<file path="config.mk">
export PLATFORM = sky130hd
export DESIGN_NAME = exec_wb
export DESIGN_NICKNAME = d
export VERILOG_FILES = /design/src/rtl/exec_pkg.sv /design/src/rtl/exec_wb_alu8.sv /design/src/rtl/exec_wb.sv
export SDC_FILE = /design/constraint.sdc
export NUM_CORES = 1
export LEC_CHECK = 0
export ABC_CLOCK_PERIOD_IN_PS = 4450
export BUFFER_PORTS_ARGS = -buffer_cell sky130_fd_sc_hd__buf_2
export CAP_MARGIN = 20
export CORE_MARGIN = 3
export CORE_UTILIZATION = 50
export CTS_CLUSTER_SIZE = 12
export DETAILED_ROUTE_END_ITERATION = 10
export HOLD_SLACK_MARGIN = 0.02
export PLACE_DENSITY = 0.74
export SYNTH_ARGS = -nofsm -noshare
export SYNTH_HDL_FRONTEND = slang
export SYNTH_SLANG_ARGS = --single-unit
</file>
<file path="constraint.sdc">
create_clock -name clk -period 4.45 [get_ports clk]
set_clock_uncertainty 0.2 [all_clocks]
set_input_delay 0.2225 -clock clk [delete_from_list [all_inputs] [get_ports clk]]
set_output_delay 0.2225 -clock clk [all_outputs]
set_load 0.05 [all_outputs]
</file>
<file path="src/rtl/exec_pkg.sv">
// Shared opcodes, FSM state encoding and flag layout for the exec/writeback stage.
package exec_pkg;

    localparam logic [3:0] OP_NOP  = 4'd0;
    localparam logic [3:0] OP_ADD  = 4'd1;
    localparam logic [3:0] OP_SUB  = 4'd2;
    localparam logic [3:0] OP_AND  = 4'd3;
    localparam logic [3:0] OP_OR   = 4'd4;
    localparam logic [3:0] OP_XOR  = 4'd5;
    localparam logic [3:0] OP_SHL  = 4'd6;
    localparam logic [3:0] OP_SHR  = 4'd7;
    localparam logic [3:0] OP_MOV  = 4'd8;
    localparam logic [3:0] OP_LDI  = 4'd9;
    localparam logic [3:0] OP_ADDI = 4'd10;
    localparam logic [3:0] OP_CMP  = 4'd11;
    localparam logic [3:0] OP_MUL  = 4'd12;
    localparam logic [3:0] OP_INC  = 4'd13;
    localparam logic [3:0] OP_DEC  = 4'd14;
    localparam logic [3:0] OP_RSVD = 4'd15;

    typedef enum logic [1:0] {
        IDLE = 2'd0,
        EXEC = 2'd1,
        MUL  = 2'd2,
        WB   = 2'd3
    } state_t;

    localparam int F_Z = 0;
    localparam int F_C = 1;
    localparam int F_N = 2;
    localparam int F_V = 3;

    function automatic logic [3:0] pack_flags(input logic v, input logic n,
                                              input logic c, input logic z);
        logic [3:0] f;
        f      = 4'b0000;
        f[F_V] = v;
        f[F_N] = n;
        f[F_C] = c;
        f[F_Z] = z;
        return f;
    endfunction

endpackage

</file>
<file path="src/rtl/exec_wb_alu8.sv">
// Combinational single-cycle ALU: result plus carry/borrow and signed overflow.
module alu8
    import exec_pkg::*;
#(
    parameter int DW = 8
) (
    input  logic [3:0]    op_i,
    input  logic [DW-1:0] a_i,
    input  logic [DW-1:0] b_i,
    input  logic [DW-1:0] imm_i,
    output logic [DW-1:0] res_o,
    output logic          c_o,
    output logic          v_o
);

    localparam logic [DW-1:0] ONE = DW'(1);

    logic [DW-1:0] opnd_s;
    logic [DW:0]   sum_s;
    logic [DW:0]   diff_s;

    // Second operand shared by the adder and subtractor; diff_s[DW] is the unsigned borrow.
    always_comb begin
        case (op_i)
            OP_ADDI: opnd_s = imm_i;
            OP_INC:  opnd_s = ONE;
            OP_DEC:  opnd_s = ONE;
            default: opnd_s = b_i;
        endcase
        sum_s  = {1'b0, a_i} + {1'b0, opnd_s};
        diff_s = {1'b0, a_i} - {1'b0, opnd_s};
    end

    // Result and C/V selection per opcode.
    always_comb begin
        res_o = '0;
        c_o   = 1'b0;
        v_o   = 1'b0;
        case (op_i)
            OP_ADD, OP_ADDI, OP_INC: begin
                res_o = sum_s[DW-1:0];
                c_o   = sum_s[DW];
                v_o   = (a_i[DW-1] == opnd_s[DW-1]) && (sum_s[DW-1] != a_i[DW-1]);
            end
            OP_SUB, OP_CMP, OP_DEC: begin
                res_o = diff_s[DW-1:0];
                c_o   = diff_s[DW];
                v_o   = (a_i[DW-1] != opnd_s[DW-1]) && (diff_s[DW-1] != a_i[DW-1]);
            end
            OP_AND: res_o = a_i & b_i;
            OP_OR:  res_o = a_i | b_i;
            OP_XOR: res_o = a_i ^ b_i;
            OP_SHL: begin
                res_o = {a_i[DW-2:0], 1'b0};
                c_o   = a_i[DW-1];
            end
            OP_SHR: begin
                res_o = {1'b0, a_i[DW-1:1]};
                c_o   = a_i[0];
            end
            OP_MOV: res_o = b_i;
            OP_LDI: res_o = imm_i;
            default: res_o = '0;
        endcase
    end

endmodule

</file>
<file path="src/rtl/exec_wb.sv">
// Execute/writeback stage: latches one decoded op, runs the ALU or the 8-step
// shift-add multiplier, updates flags and issues a single-cycle regfile write.
module exec_wb
    import exec_pkg::*;
#(
    parameter int DW = 8,
    parameter int AW = 3
) (
    input  logic          clk,
    input  logic          rst_n,
    input  logic          in_valid,
    output logic          in_ready,
    input  logic [3:0]    in_op,
    input  logic [AW-1:0] in_rd,
    input  logic [DW-1:0] in_a,
    input  logic [DW-1:0] in_b,
    input  logic [DW-1:0] in_imm,
    output logic          we,
    output logic [AW-1:0] waddr,
    output logic [DW-1:0] wdata,
    output logic [3:0]    flags,
    output logic          busy,
    output logic          illegal
);

    state_t        state_q;
    logic [3:0]    op_q;
    logic [AW-1:0] rd_q;
    logic [DW-1:0] a_q;
    logic [DW-1:0] b_q;
    logic [DW-1:0] imm_q;
    logic [DW-1:0] acc_q;
    logic [DW-1:0] ma_q;
    logic [DW-1:0] mb_q;
    logic [2:0]    cnt_q;
    logic          we_q;
    logic [AW-1:0] waddr_q;
    logic [DW-1:0] wdata_q;
    logic [3:0]    flags_q;
    logic          illegal_q;

    logic [DW-1:0] alu_res_s;
    logic          alu_c_s;
    logic          alu_v_s;
    logic [DW-1:0] acc_d;

    alu8 #(.DW(DW)) u_alu (
        .op_i  (op_q),
        .a_i   (a_q),
        .b_i   (b_q),
        .imm_i (imm_q),
        .res_o (alu_res_s),
        .c_o   (alu_c_s),
        .v_o   (alu_v_s)
    );

    // Accumulator value after the current multiply iteration.
    always_comb begin
        acc_d = acc_q + (mb_q[0] ? ma_q : '0);
    end

    // Stage FSM with operand latches, multiply datapath, flags and writeback registers.
    always_ff @(posedge clk or negedge rst_n) begin
        if (!rst_n) begin
            state_q   <= IDLE;
            op_q      <= OP_NOP;
            rd_q      <= '0;
            a_q       <= '0;
            b_q       <= '0;
            imm_q     <= '0;
            acc_q     <= '0;
            ma_q      <= '0;
            mb_q      <= '0;
            cnt_q     <= 3'd0;
            we_q      <= 1'b0;
            waddr_q   <= '0;
            wdata_q   <= '0;
            flags_q   <= 4'b0000;
            illegal_q <= 1'b0;
        end else begin
            we_q      <= 1'b0;
            illegal_q <= 1'b0;
            case (state_q)
                IDLE: begin
                    if (in_valid) begin
                        op_q    <= in_op;
                        rd_q    <= in_rd;
                        a_q     <= in_a;
                        b_q     <= in_b;
                        imm_q   <= in_imm;
                        state_q <= EXEC;
                    end
                end
                EXEC: begin
                    case (op_q)
                        OP_NOP: state_q <= IDLE;
                        OP_RSVD: begin
                            illegal_q <= 1'b1;
                            state_q   <= IDLE;
                        end
                        OP_CMP: begin
                            flags_q <= pack_flags(alu_v_s, alu_res_s[DW-1], alu_c_s,
                                                  alu_res_s == '0);
                            state_q <= IDLE;
                        end
                        OP_MUL: begin
                            acc_q   <= '0;
                            ma_q    <= a_q;
                            mb_q    <= b_q;
                            cnt_q   <= 3'd0;
                            state_q <= MUL;
                        end
                        default: begin
                            flags_q <= pack_flags(alu_v_s, alu_res_s[DW-1], alu_c_s,
                                                  alu_res_s == '0);
                            wdata_q <= alu_res_s;
                            waddr_q <= rd_q;
                            we_q    <= 1'b1;
                            state_q <= WB;
                        end
                    endcase
                end
                MUL: begin
                    acc_q <= acc_d;
                    ma_q  <= {ma_q[DW-2:0], 1'b0};
                    mb_q  <= {1'b0, mb_q[DW-1:1]};
                    cnt_q <= cnt_q + 3'd1;
                    // The eighth iteration retires straight into writeback.
                    if (cnt_q == 3'd7) begin
                        flags_q <= pack_flags(1'b0, acc_d[DW-1], 1'b0, acc_d == '0);
                        wdata_q <= acc_d;
                        waddr_q <= rd_q;
                        we_q    <= 1'b1;
                        state_q <= WB;
                    end
                end
                WB: state_q <= IDLE;
                default: state_q <= IDLE;
            endcase
        end
    end

    assign in_ready = (state_q == IDLE);
    assign busy     = (state_q != IDLE);
    assign we       = we_q;
    assign waddr    = waddr_q;
    assign wdata    = wdata_q;
    assign flags    = flags_q;
    assign illegal  = illegal_q;

endmodule

</file>
==> out/results.ini <==
[final_layout]
syn2layout_area_growth_pct=17.04
fillers=901
layout-drive-gt1-share=0.1969
finalNetCount=723
antennaDiodeCount=0
final_area_um2=6369

[worst_setup_path]
reg2reg_depth=11
crit_path_end_kind=register
cpMostUsedCell=o21ai_0
r2r-start=op_q[3]
path_cells=nand2b_1, nor2_1, a22o_1, inv_1, fa_1, o21ai_0, a31oi_1, o221a_2, o21ai_0, nor4_2, a31o_1
critical_path.slowest_cell=dfrtp_1
cp_top_family=compound AO/OA/AOI/OAI gates
worstReg2RegEnd=flags[0]
critPathBufInv=1
path_class=reg2reg
max_stage_delay_ns=0.62
cp.required_ns=4.53
crit_arrival_ns=4.10
r2r_slack_ns=0.43
path_max_fanout=14
critPathLaunchType=register

[yosys]
yosysWarnings=0
syn_inst=568
synth_xor_area_frac=0.02069
synth_seq_cells=77
synth.avg_cell_area_um2=9.580
yosys.area_share.adder=0.1168
synth_fp_nets=651
synthSimpleGateAreaFrac=0.1373
ys.flop_type=dfrtp_1
synth-edff-count=0
syn_area_um2=5441
synth_top_area_share=0.3541
synth_area_leaders=dfrtp_1 35%, ha_1 11%, mux2_2 7.7%, o21ai_0 3.8%, nand2_1 3.5%
yosysUniqueCellTypes=72
synth-compound-area-share=0.2035
synth_top_family_by_area=compound AO/OA/AOI/OAI gates
synthMuxAreaShare=0.1159
async_flop_share=1.000
synth-seq-area-share=0.3541
yosys.area.top_type=dfrtp_1

[floorplan]
coreArea_um2=10460
fp-row-count=37
die_w_um=110.3
initial_core_util=0.5201
die_h_um=110.3
io_pins=53
die_area_um2=12170

[route]
wire_per_inst_um=19.25
drt-total-wl_um=15040
drt_iter0_drc=294
drc=0
route.vias.total=4635
firstDrtPassIters=5
vias_per_cell=5.935
ant_nets=0

[global_route]
grt_first_pass_wirelength_um=24180
antenna_found_initial=0
grt_max_degree=78
grt.total_usage=0.2647
grt_pass1_vias=4592
grt-ovfl-total=0

[timing]
final.setup.tns_ns=0
hold_viol=0
grt_setup_unrepaired=false
worst_pin_slew_ns=0.9662
fin_crit_sh=0.9032
setup_violations=0
clock.fmax_mhz=248.8
layout_min_cycle_time_ns=4.019
slew_violations=0
slew_headroom=0.3559

[run]
drv_cap=0

[min_path]
min_from=in_valid
hp-class=in2reg
min_path_cells=4
hold_end=state_q[0]

[clock_tree]
cts_sinks=77
cts_root_buf=clkbuf_8
htreeDepth=3
clockBufferDepth=2
clkTransAtPathRegs_ns=0.09
insertion_delay_ns=0.38
cts_tree=built
cts_buffers=9

[place]
placed_cell_area_um2=5807
place_hpwl_um=10590
gp_congestion=0.8960
port_buffers=52

[status]
status=completed

-- area by class of cell --
| type | count | area (µm²) | share of cell area |
|---|---|---|---|
| Clock buffer | 11 | 131.4 | 0.02063 |
| Clock inverter | 5 | 82.58 | 0.01297 |
| Inverter | 38 | 142.6 | 0.02240 |
| Multi-Input combinational cell | 420 | 3237 | 0.5083 |
| Sequential cell | 77 | 1927 | 0.3026 |
| Tap cell | 136 | 170.2 | 0.02672 |
| Timing Repair Buffer | 94 | 678.2 | 0.1065 |
-- routing by layer --
layer,part of all wire,GRT usage,vias to the layer above,routed length (µm)
met5,0,0,-,0
met4,0.028,0.1099,0,414
met3,0.054,0.04077,31,811
met2,0.46,0.4190,162,6885
met1,0.46,0.3625,2228,6924
li1,-,-,2214,-
-- Yosys cell counts (3+ instances only) --
cell type,count
a211oi_2,3
a21o_1,9
a21oi_1,30
a221oi_1,3
a22o_1,17
a22oi_1,7
and2_1,8
and3_1,3
and3b_1,3
buf_2,9
clkbuf_1,21
dfrtp_1,77
fa_1,3
ha_1,46
inv_1,38
mux2_2,37
mux2i_1,18
nand2_1,51
nand2b_1,14
nand3_1,7
nand3b_1,3
nand4_1,3
nor2_1,15
nor2b_1,6
nor3_1,9
nor3b_1,3
o211ai_1,3
o21a_1,3
o21ai_0,41
o21ai_1,4
o21bai_1,3
o221ai_1,4
o22ai_1,5
o31ai_1,4
o41ai_1,3
xnor2_1,6
xor2_1,5
-- worst reg2reg max path, cell delays in order (launching register included) --
cell      delay (ns)
dfrtp_1         0.62
nand2b_1        0.31
nor2_1          0.49
a22o_1          0.29
inv_1           0.09
fa_1            0.45
o21ai_0         0.34
a31oi_1         0.19
o221a_2         0.31
o21ai_0         0.30
nor4_2          0.10
a31o_1          0.24
-- layout by cell type, fill, tap and decap left out, types with 4 or more instances in the layout --
master,netlist,layout
dlygate4sd3_1,0,32
o22ai_1,5,5
o221ai_1,4,4
a21oi_1,30,30
nor3_1,9,9
mux2i_1,18,18
buf_4,1,10
nand2_1,51,51
clkbuf_8,0,9
a21o_1,9,9
xor2_1,5,5
a22o_1,17,17
nand2b_1,14,14
and2_1,8,8
ha_1,46,46
dfrtp_1,77,77
nor2_1,15,15
nand3_1,7,7
buf_2,9,51
a22oi_1,7,7
nor2b_1,6,6
mux2_2,37,37
o31ai_1,4,4
inv_1,38,38
o21ai_1,4,4
o21ai_0,41,40
xnor2_1,6,6
-- state kept, by name (all words and copies together), names as in the netlist, named ones only --
signal / cells
wdata: 8
acc_q: 8
a_q: 8
rd_q: 3
op_q: 4
we: 1
imm_q: 8
ma_q: 8
illegal: 1
b_q: 8
cnt_q: 3
mb_q: 8
flags: 4
state_q: 1
waddr: 3
-- how the worst max path moves through the flow --
stage             from  endpoint  cells past startpoint
6_report       op_q[3]  flags[0]                     11
5_1_grt        op_q[3]  flags[0]                     11
4_1_cts        op_q[3]  flags[0]                     11
3_5_place_dp   op_q[3]  flags[0]                     11
3_3_place_gp   op_q[3]  flags[0]                     11
2_1_floorplan  op_q[0]  flags[0]                     14
-- metrics by stage --
step | utilization | instances | setup slack, ns | hold WS (ns)
after floorplan | - | 568 | 0.5350 | -0.2731
after global placement | 0.5550 | 732 | 0.6367 | 0.2332
after detailed placement | 0.5550 | 732 | 0.4576 | 0.2434
after CTS | 0.6061 | 780 | 0.4290 | 0.03107
after global routing | 0.6087 | 781 | 0.1411 | 0.09731
final | 0.6087 | 781 | 0.4309 | 0.03527
-- logic make-up after synthesis --
logic type | count (synthesis)
flops | 77
buf+inv | 71
simple gates | 141
compound gates | 161
mux | 57
xor+xnor | 12
fa+ha+maj | 49
-- what timing repair did --
| item | in CTS | in global routing |
|---|---|---|
| endpoints found under the hold margin | 108 | 0 |
| setup buffers | 0 | 0 |
| hold buffers | 32 | 0 |
| gates resized for setup | 0 | 0 |
Power is not shown: default switching activity piles up to over one toggle a cycle in this logic, so the estimate is an artifact.
